==> src/rtl/cache_pkg.sv <==
// rtl/cache_pkg.sv - shared state encoding and datapath select constants for the cache controller
package cache_pkg;

  // FSM state encoding; values are fixed so the state can be decoded by other logic
  typedef enum logic [1:0] {
    IDLE      = 2'd0,
    WRITEBACK = 2'd1,
    FILL      = 2'd2,
    RESUME    = 2'd3
  } cache_state_t;

  // cache write data source
  localparam logic SEL_CORE    = 1'b0;
  localparam logic SEL_MEM     = 1'b1;
  // memory address source
  localparam logic ADDR_REQ    = 1'b0;
  localparam logic ADDR_VICTIM = 1'b1;

endpackage

==> src/rtl/sat_counter.sv <==
// rtl/sat_counter.sv - saturating event counter that holds at all-ones
module sat_counter #(
  parameter int W = 32
) (
  input  logic         clk,
  input  logic         rst_b,
  input  logic         inc,
  output logic [W-1:0] count
);

  logic [W-1:0] r_count;

  // count events, sticking at the maximum value instead of wrapping
  always_ff @(posedge clk) begin
    if (rst_b) begin
      r_count <= '0;
    end else if (inc && (r_count != {W{1'b1}})) begin
      r_count <= r_count + W'(1);
    end
  end

  assign count = r_count;

endmodule

==> src/rtl/cache_controller.sv <==
// rtl/cache_controller.sv - miss sequencing FSM: stall, dirty writeback, line fill, perf counters
module cache_controller
  import cache_pkg::*;
#(
  parameter int MEM_LATENCY = 4,
  parameter int CNT_W       = 32
) (
  input  logic             clk,
  input  logic             rst_b,
  input  logic             req_valid,
  input  logic             req_write,
  input  logic             hit,
  input  logic             dirty_bit,
  input  logic             halted,
  output logic             stall,
  output logic             cache_we,
  output logic             mem_write_en,
  output logic             mem_in_select,
  output logic             victim_addr_sel,
  output logic [CNT_W-1:0] miss_count,
  output logic [CNT_W-1:0] wb_count
);

  // wide enough to hold MEM_LATENCY-1; at least one bit even when MEM_LATENCY is 1
  localparam int CW = ($clog2(MEM_LATENCY + 1) < 1) ? 1 : $clog2(MEM_LATENCY + 1);
  localparam logic [CW-1:0] LAST_BEAT = CW'(MEM_LATENCY - 1);

  cache_state_t    r_state;
  cache_state_t    w_next;
  logic [CW-1:0]   r_cnt;
  logic            w_req;
  logic            w_miss;
  logic            w_wb;
  logic            w_last;
  logic            w_mem_phase;

  assign w_req       = req_valid & ~halted;
  assign w_miss      = (r_state == IDLE) & w_req & ~hit;
  assign w_wb        = w_miss & dirty_bit;
  assign w_last      = (r_cnt == LAST_BEAT);
  assign w_mem_phase = (r_state == WRITEBACK) || (r_state == FILL);

  // state register; reset abandons any memory transaction in flight
  always_ff @(posedge clk) begin
    if (rst_b) begin
      r_state <= IDLE;
    end else begin
      r_state <= w_next;
    end
  end

  // memory latency counter: runs only while a memory phase is active, clears on its last beat
  always_ff @(posedge clk) begin
    if (rst_b) begin
      r_cnt <= '0;
    end else if (w_mem_phase && !w_last) begin
      r_cnt <= r_cnt + CW'(1);
    end else begin
      r_cnt <= '0;
    end
  end

  // next-state and output decode; IDLE adds combinational hit/miss terms
  always_comb begin
    w_next          = r_state;
    stall           = 1'b0;
    cache_we        = 1'b0;
    mem_write_en    = 1'b0;
    mem_in_select   = SEL_CORE;
    victim_addr_sel = ADDR_REQ;
    case (r_state)
      IDLE: begin
        if (w_req) begin
          if (hit) begin
            cache_we = req_write;
          end else begin
            stall  = 1'b1;
            w_next = dirty_bit ? WRITEBACK : FILL;
          end
        end
      end
      WRITEBACK: begin
        stall           = 1'b1;
        mem_write_en    = 1'b1;
        victim_addr_sel = ADDR_VICTIM;
        if (w_last) w_next = FILL;
      end
      FILL: begin
        stall         = 1'b1;
        mem_in_select = SEL_MEM;
        if (w_last) begin
          cache_we = 1'b1;
          w_next   = RESUME;
        end
      end
      RESUME: begin
        stall  = 1'b1;
        w_next = IDLE;
      end
      default: w_next = IDLE;
    endcase
  end

  sat_counter #(.W(CNT_W)) u_miss_cnt (
    .clk   (clk),
    .rst_b (rst_b),
    .inc   (w_miss),
    .count (miss_count)
  );

  sat_counter #(.W(CNT_W)) u_wb_cnt (
    .clk   (clk),
    .rst_b (rst_b),
    .inc   (w_wb),
    .count (wb_count)
  );

endmodule

==> config.mk <==
export PLATFORM = sky130hd
export DESIGN_NAME = cache_controller
export DESIGN_NICKNAME = d
export VERILOG_FILES = /design/src/rtl/cache_pkg.sv /design/src/rtl/sat_counter.sv /design/src/rtl/cache_controller.sv
export SDC_FILE = /design/constraint.sdc
export NUM_CORES = 1
export LEC_CHECK = 0
export BUFFER_PORTS_ARGS = -buffer_cell sky130_fd_sc_hd__buf_4
export CORE_ASPECT_RATIO = 0.6
export CORE_MARGIN = 2
export CORE_UTILIZATION = 51
export CTS_CLUSTER_SIZE = 40
export DETAILED_ROUTE_END_ITERATION = 10
export PLACE_DENSITY = 0.8
export SLEW_MARGIN = 20
export SYNTH_ARGS = -nofsm -noshare
export SYNTH_HDL_FRONTEND = slang
export SYNTH_HIERARCHICAL = 1
export SYNTH_SLANG_ARGS = --single-unit
==> constraint.sdc <==
create_clock -name clk -period 5.6 [get_ports clk]
set_input_delay 0 -clock clk [delete_from_list [all_inputs] [get_ports clk]]
set_output_delay 0 -clock clk [all_outputs]
set_load 0.005 [all_outputs]
==> results of run 1 <==
[logic make-up after synthesis]
kind of cell / after synthesis
AND/OR/NAND/NOR: 201
AO/OA/AOI/OAI: 104
flip-flops: 69
buffers and inverters: 32
XOR/XNOR: 14
adder cells (fa/ha/maj): 8
multiplexers: 6
[stage by stage]
step / instance area [µm²] / hold slack (ns)
CTS: 4540 / 0.148
finish: 4540 / 0.174
floorplan: 3680 / 0.0787
global route: 4540 / 0.184
detailed placement: 4280 / 0.336
global placement: 4280 / 0.358
[worst min-delay path, stage by stage]
cell and delay, ns:
buf_4 0.10, nor2b_1 0.10, o41ai_4 0.12, xor2_1 0.07, nor2_1 0.07
[power by group through the flow]
stage	clock [µW]	sequential, µW	combinational, µW
after global routing	538	511	125
after global placement	0	520	106
after CTS	518	510	113
final	509	510	114
after detailed placement	0	520	113
after floorplan	0	519	74.2
[metal layers]
metal | vias to the layer above | GRT usage
li1 | 1803 | -
met1 | 1810 | 0.365
met2 | 116 | 0.339
met3 | 7 | 0.0778
met4 | 0 | 0.0623
met5 | - | 0
[registers in the layout, summed over array words and instances, names as in the netlist]
name / flops
u_wb_cnt/count: 32
r_state: 2
r_cnt: 3
u_miss_cnt/count: 32
[layout make-up]
cell class,instances,area [µm²]
clock buffer,13,250
sequential,69,1380
clock inverter,2,10.0
tap,87,109
multi-input combinational,333,2180
fill,584,2280
inverter,9,33.8
timing repair buffer,77,578
[worst paths after layout]
kind	from	end	slack [ns]	cells after the start
max	r_state[0]$_SDFFE_PP0P_	u_wb_cnt/count[31]$_SDFFE_PP0P_	2.13	10
min	hit	u_miss_cnt/count[0]$_SDFFE_PP0P_	0.17	5
max reg2reg	r_state[0]$_SDFFE_PP0P_	u_wb_cnt/count[31]$_SDFFE_PP0P_	2.13	10
min reg2reg	r_cnt[0]$_SDFF_PP0_	r_cnt[0]$_SDFF_PP0_	0.42	1
[synthesized netlist by cell type (3+ instances only)]
master,instances
dfxtp_1,69
a21oi_1,44
nor2_1,32
nand3_1,26
o31ai_1,24
or4_1,24
nand2_1,22
nand4_1,20
or3_1,20
clkbuf_1,16
o21ai_0,16
xnor2_1,12
inv_1,9
and4_1,8
ha_1,8
nor4_1,8
and3_1,7
buf_2,6
nor2b_1,5
a2111oi_0,4
nor3_1,4
nor3b_1,4
and2_1,3
nand2b_1,3
or2_2,3
==> results.yml, run 1 <==
synth:
  synth.avg_cell_area_um2: 8.48
  yosys.area_share.adder: 0.0272
  combinational_family_with_the_most_area_after_synthesis: "simple AND/OR/NAND/NOR gates"
  synth_edf_count: 0
  synth-warning-count: 6
  synthMuxAreaShare: 0.0177
  synth_xor_area_frac: 0.0333
  synth_seq_cells: 69
  yosys-top-cells-area: "dfxtp_1, a21oi_1, o31ai_1"
  share_of_the_synthesized_area_in_compound_gates_ao_oa_aoi_oai: 0.186
  asyncSetResetFlopFracSynth: 0
  yosysSeqAreaShare: 0.376
  syn_inst: 434
  synthFlopType: "dfxtp_1"
  syn_nets: 449
  yosys.cell_types.count: 47
  synth_largest_area_cell: "dfxtp_1"
  synth_top_cell_area_share: 0.376
  mappedNetlistArea_mm2: 0.00368
  yosys.area_share.simple: 0.324
cts:
  cts-root-buf: "clkbuf_16"
  ctsLongestPathBuffers: 2
  cts_tree: "yes"
  post_cts_resized: 0
  post_cts_buffers: 0
  cts_sinks: 69
  h-tree-depth: 3
  cts-buffers-inserted: 9
  path_clk_slew_ns: 0.05
  worstSkewPairLatency_ns: 0.33
  holdBufCountCts: 0
worst_setup_path:
  critical_path.cell_chain: "inv_1, ha_1, and3b_1, nor2b_1, and2_1, nand4_1, nor4_2, nand4_1, nor4_1, mux2_2"
  critPathMostFrequentCell: "nand4_1"
  timing.critical_path.max_delay_family: "simple AND/OR/NAND/NOR gates"
  arrival_ns: 3.69
  critical_path_required_ns: 5.82
  slowest_delay_ns: 0.63
  critical_path.startpoint_type: "register"
  crit_slowest_cell: "nor4_2"
  cp_max_fo: 10
  crit_path_end_kind: "register"
  type_of_the_setup_path_with_the_least_slack: "reg -> reg"
  critical_path.n_buffers_inverters: 1
cells_and_area:
  proportion_of_layout_cells_with_a_drive_suffix_above_1: 0.217
  most_frequent_cells_in_the_layout: "buf_4, dfxtp_1, a21oi_1, nor2_1, nand3_1"
  post_layout_nonfiller_instances: 590
  areaGrowthSynthToFinish_pct: 23.4
  fin_util: 0.666
  ant_diodes: 0
  final_net_count: 514
  layout_commonest_cell: "buf_4"
timing:
  finalSetupTns_ns: 0
  final_max_slew_viol_count: 0
  worst-slew-pin-transition_ns: 0.797
  finalCriticalPeriod_ns: 3.47
  maxSlewHeadroom: 0.464
  fin_skew_ns: 0.00408
  maxClockFrequency_ghz: 0.288
  rsz0062_at_grt: "false"
  finalSetupViolCount: 0
  timing.final.crit_share: 0.620
  finalHoldViolations: 0
  post-route-worst-setup-slack_ns: 2.13
power:
  power_frac_comb: 0.100
  overall_power_of_the_completed_layout_uw: 1130
  leakagePower_uw: 0.00157
  power.sequential.fraction: 0.450
  p_int_uw: 862
  share_of_power_burned_in_the_clock_network: 0.450
  switching_power_uw: 270
  power_switching_share: 0.239
  vdd.ir_drop.worst_uv: 165
  cellPowerDensity_mw_per_mm2: 249
route:
  wl_met2_um: 4000
  initialDrtViolationCount: 366
  wl_met3_um: 623
  num_vias: 3736
  remaining_drc_errors: 0
  firstDrtPassIters: 5
  avgViaCountPerCell: 6.33
  drt.antenna.violating_nets: 0
  met1_length_um: 4980
  post_detailed_routing_wire_length_um: 9680
  route.top_layer_used: "met4"
  post_drt_wl_per_cell_um: 16.4
flow_run:
  cap_violations: 0
floorplan:
  die_height_um: 69.8
  row_count: 23
  initial_core_util: 0.539
  area_of_the_die_mm2: 0.00793
  top_level_pins: 76
  fp.dieW_um: 114
  fp.coreArea_mm2: 0.00682
global_route:
  grt.overflow.total: 0
  number_of_global_route_vias_before_repair: 3219
  grt_pass1_wl_um: 15700
  groute.usage.overall: 0.245
  grt_max_degree: 74
  grt_antenna_before_repair: 0
placed_design:
  place_congestion: 0.826
  dpl_worst_slack_ns: 2.17
  dp.final_hpwl_um: 6770
  dp.cells: 575
  buffers_added_on_ports: 75
outcome:
  status: "finished clean"
worst_hold_path:
  hold_class: "in -> reg"
No activity file was read; power rests on OpenSTA's default activity.
==> run 2, diff against run 1 <==
- clock period: 5.6 -> 3.3 ns (I/O delays scaled with it)
==> run 2 against run 1 <==
Net effect:
- core utilization is 1.5 points higher
- flip-flop and latch count stayed put
- non-clock buffer count is 7 higher
- cell area is 2.3% higher
- critical endpoint is now u_wb_cnt/count[30]$_SDFFE_PP0P_
- setup slack worse by 1.7 ns
==> results.yml, run 2 (synthesis gave the netlist of run 1 again) <==
cts:
  path_clk_slew_ns: 0.05
  cts-buffers-inserted: 9
  post_cts_buffers: 0
  cts_tree: "yes"
  ctsLongestPathBuffers: 2
  cts_sinks: 69
  h-tree-depth: 3
  holdBufCountCts: 0
  post_cts_resized: 0
  worstSkewPairLatency_ns: 0.34
  cts-root-buf: "clkbuf_16"
timing:
  maxClockFrequency_ghz: 0.353
  finalSetupViolCount: 0
  finalHoldViolations: 0
  worst-slew-pin-transition_ns: 0.840
  final_max_slew_viol_count: 0
  fin_skew_ns: 0.00302
  maxSlewHeadroom: 0.436
  hold_slack_ns: 0.141
  rsz0062_at_grt: "false"
  finalCriticalPeriod_ns: 2.83
  finalSetupTns_ns: 0
  timing.final.crit_share: 0.858
route:
  post_drt_wl_per_cell_um: 17.2
  drt.antenna.violating_nets: 0
  met1_length_um: 4820
  firstDrtPassIters: 5
  route.top_layer_used: "met4"
  wl_met2_um: 4480
  avgViaCountPerCell: 6.34
  wl_met3_um: 916
  post_detailed_routing_wire_length_um: 10300
  num_vias: 3789
  remaining_drc_errors: 0
  initialDrtViolationCount: 392
worst_setup_path:
  critical_path.n_buffers_inverters: 2
  critical_path_required_ns: 3.56
  cp_max_fo: 11
  crit_path_end_kind: "register"
  reg2reg_slack_ns: 0.47
  critical_path.cell_chain: "inv_1, ha_1, and3b_1, nor2b_1, buf_4, and2_1, nand3_1, or3_4, or4_1, a21oi_1"
  crit_slowest_cell: "or4_1"
  timing.critical_path.max_delay_family: "simple AND/OR/NAND/NOR gates"
  slowest_delay_ns: 0.48
  arrival_ns: 3.09
  critical_path.startpoint_type: "register"
  type_of_the_setup_path_with_the_least_slack: "reg -> reg"
power:
  power_switching_share: 0.232
  leakagePower_uw: 0.00164
  p_int_uw: 1580
  vdd.ir_drop.worst_uv: 294
  power_frac_comb: 0.095
  overall_power_of_the_completed_layout_uw: 2060
  share_of_power_burned_in_the_clock_network: 0.486
  switching_power_uw: 479
  cellPowerDensity_mw_per_mm2: 444
  power.sequential.fraction: 0.419
floorplan:
  fp.coreArea_mm2: 0.00682
  top_level_pins: 76
  row_count: 23
  initial_core_util: 0.539
  area_of_the_die_mm2: 0.00793
  fp.dieW_um: 114
  die_height_um: 69.8
global_route:
  grt.overflow.total: 0
  grt_max_degree: 74
  grt_pass1_wl_um: 16500
  groute.usage.overall: 0.260
  number_of_global_route_vias_before_repair: 3334
  grt_antenna_before_repair: 0
placed_design:
  buffers_added_on_ports: 75
  place_congestion: 0.837
  dp.final_hpwl_um: 7130
flow_run:
  cap_violations: 0
cells_and_area:
  layout_commonest_cell: "buf_4"
  fillers: 563
  areaGrowthSynthToFinish_pct: 26.3
  most_frequent_cells_in_the_layout: "buf_4, dfxtp_1, a21oi_1, nor2_1, nand3_1"
  ant_diodes: 0
  fin_util: 0.681
  final_net_count: 521
  proportion_of_layout_cells_with_a_drive_suffix_above_1: 0.235
outcome:
  status: "finished clean"
worst_hold_path:
  hold_class: "in -> reg"
## run 2: area by class of cell
class	count	area, µm²	share of cell area
Clock buffer	12	267	0.0574
Clock inverter	4	45.0	0.00970
Inverter	9	33.8	0.00727
Multi-Input combinational cell	333	2180	0.469
Sequential cell	69	1380	0.297
Tap cell	87	109	0.0234
Timing Repair Buffer	84	631	0.136
## run 2: worst paths after layout
path / from / endpoint / cells past startpoint
worst min-delay path: dirty_bit / r_state[1]$_SDFFE_PP0P_ / 4
worst max-delay path: r_state[0]$_SDFFE_PP0P_ / u_wb_cnt/count[30]$_SDFFE_PP0P_ / 10
worst max register to register: r_state[0]$_SDFFE_PP0P_ / u_wb_cnt/count[30]$_SDFFE_PP0P_ / 10
worst min register to register: r_cnt[0]$_SDFF_PP0_ / r_cnt[0]$_SDFF_PP0_ / 1
## run 2: per-layer routing
metal,vias to the layer above,GRT usage
li1,1807,-
met1,1787,0.376
met2,180,0.378
met3,15,0.0743
met4,0,0.0732
met5,-,0
## run 2: worst min-delay path, cell delays in order
cell       delay, ns
buf_4           0.09
nand2_1         0.06
a2bb2oi_1       0.18
a221oi_1        0.09
## run 2: through the flow
stage	cell area, µm²	cells	setup slack [ns]
floorplan	3680	434	0.439
global placement	4330	582	0.633
detailed placement	4330	582	0.514
CTS	4640	598	0.500
global route	4640	598	0.295
finish	4640	598	0.470
## run 2: power groups by stage
| stage | clock network (µW) | registers (µW) | logic, µW |
|---|---|---|---|
| final | 1000 | 865 | 196 |
| after global routing | 1060 | 867 | 216 |
| after CTS | 1020 | 865 | 194 |
| after detailed placement | 0 | 883 | 193 |
| after global placement | 0 | 882 | 182 |
| after floorplan | 0 | 880 | 126 |
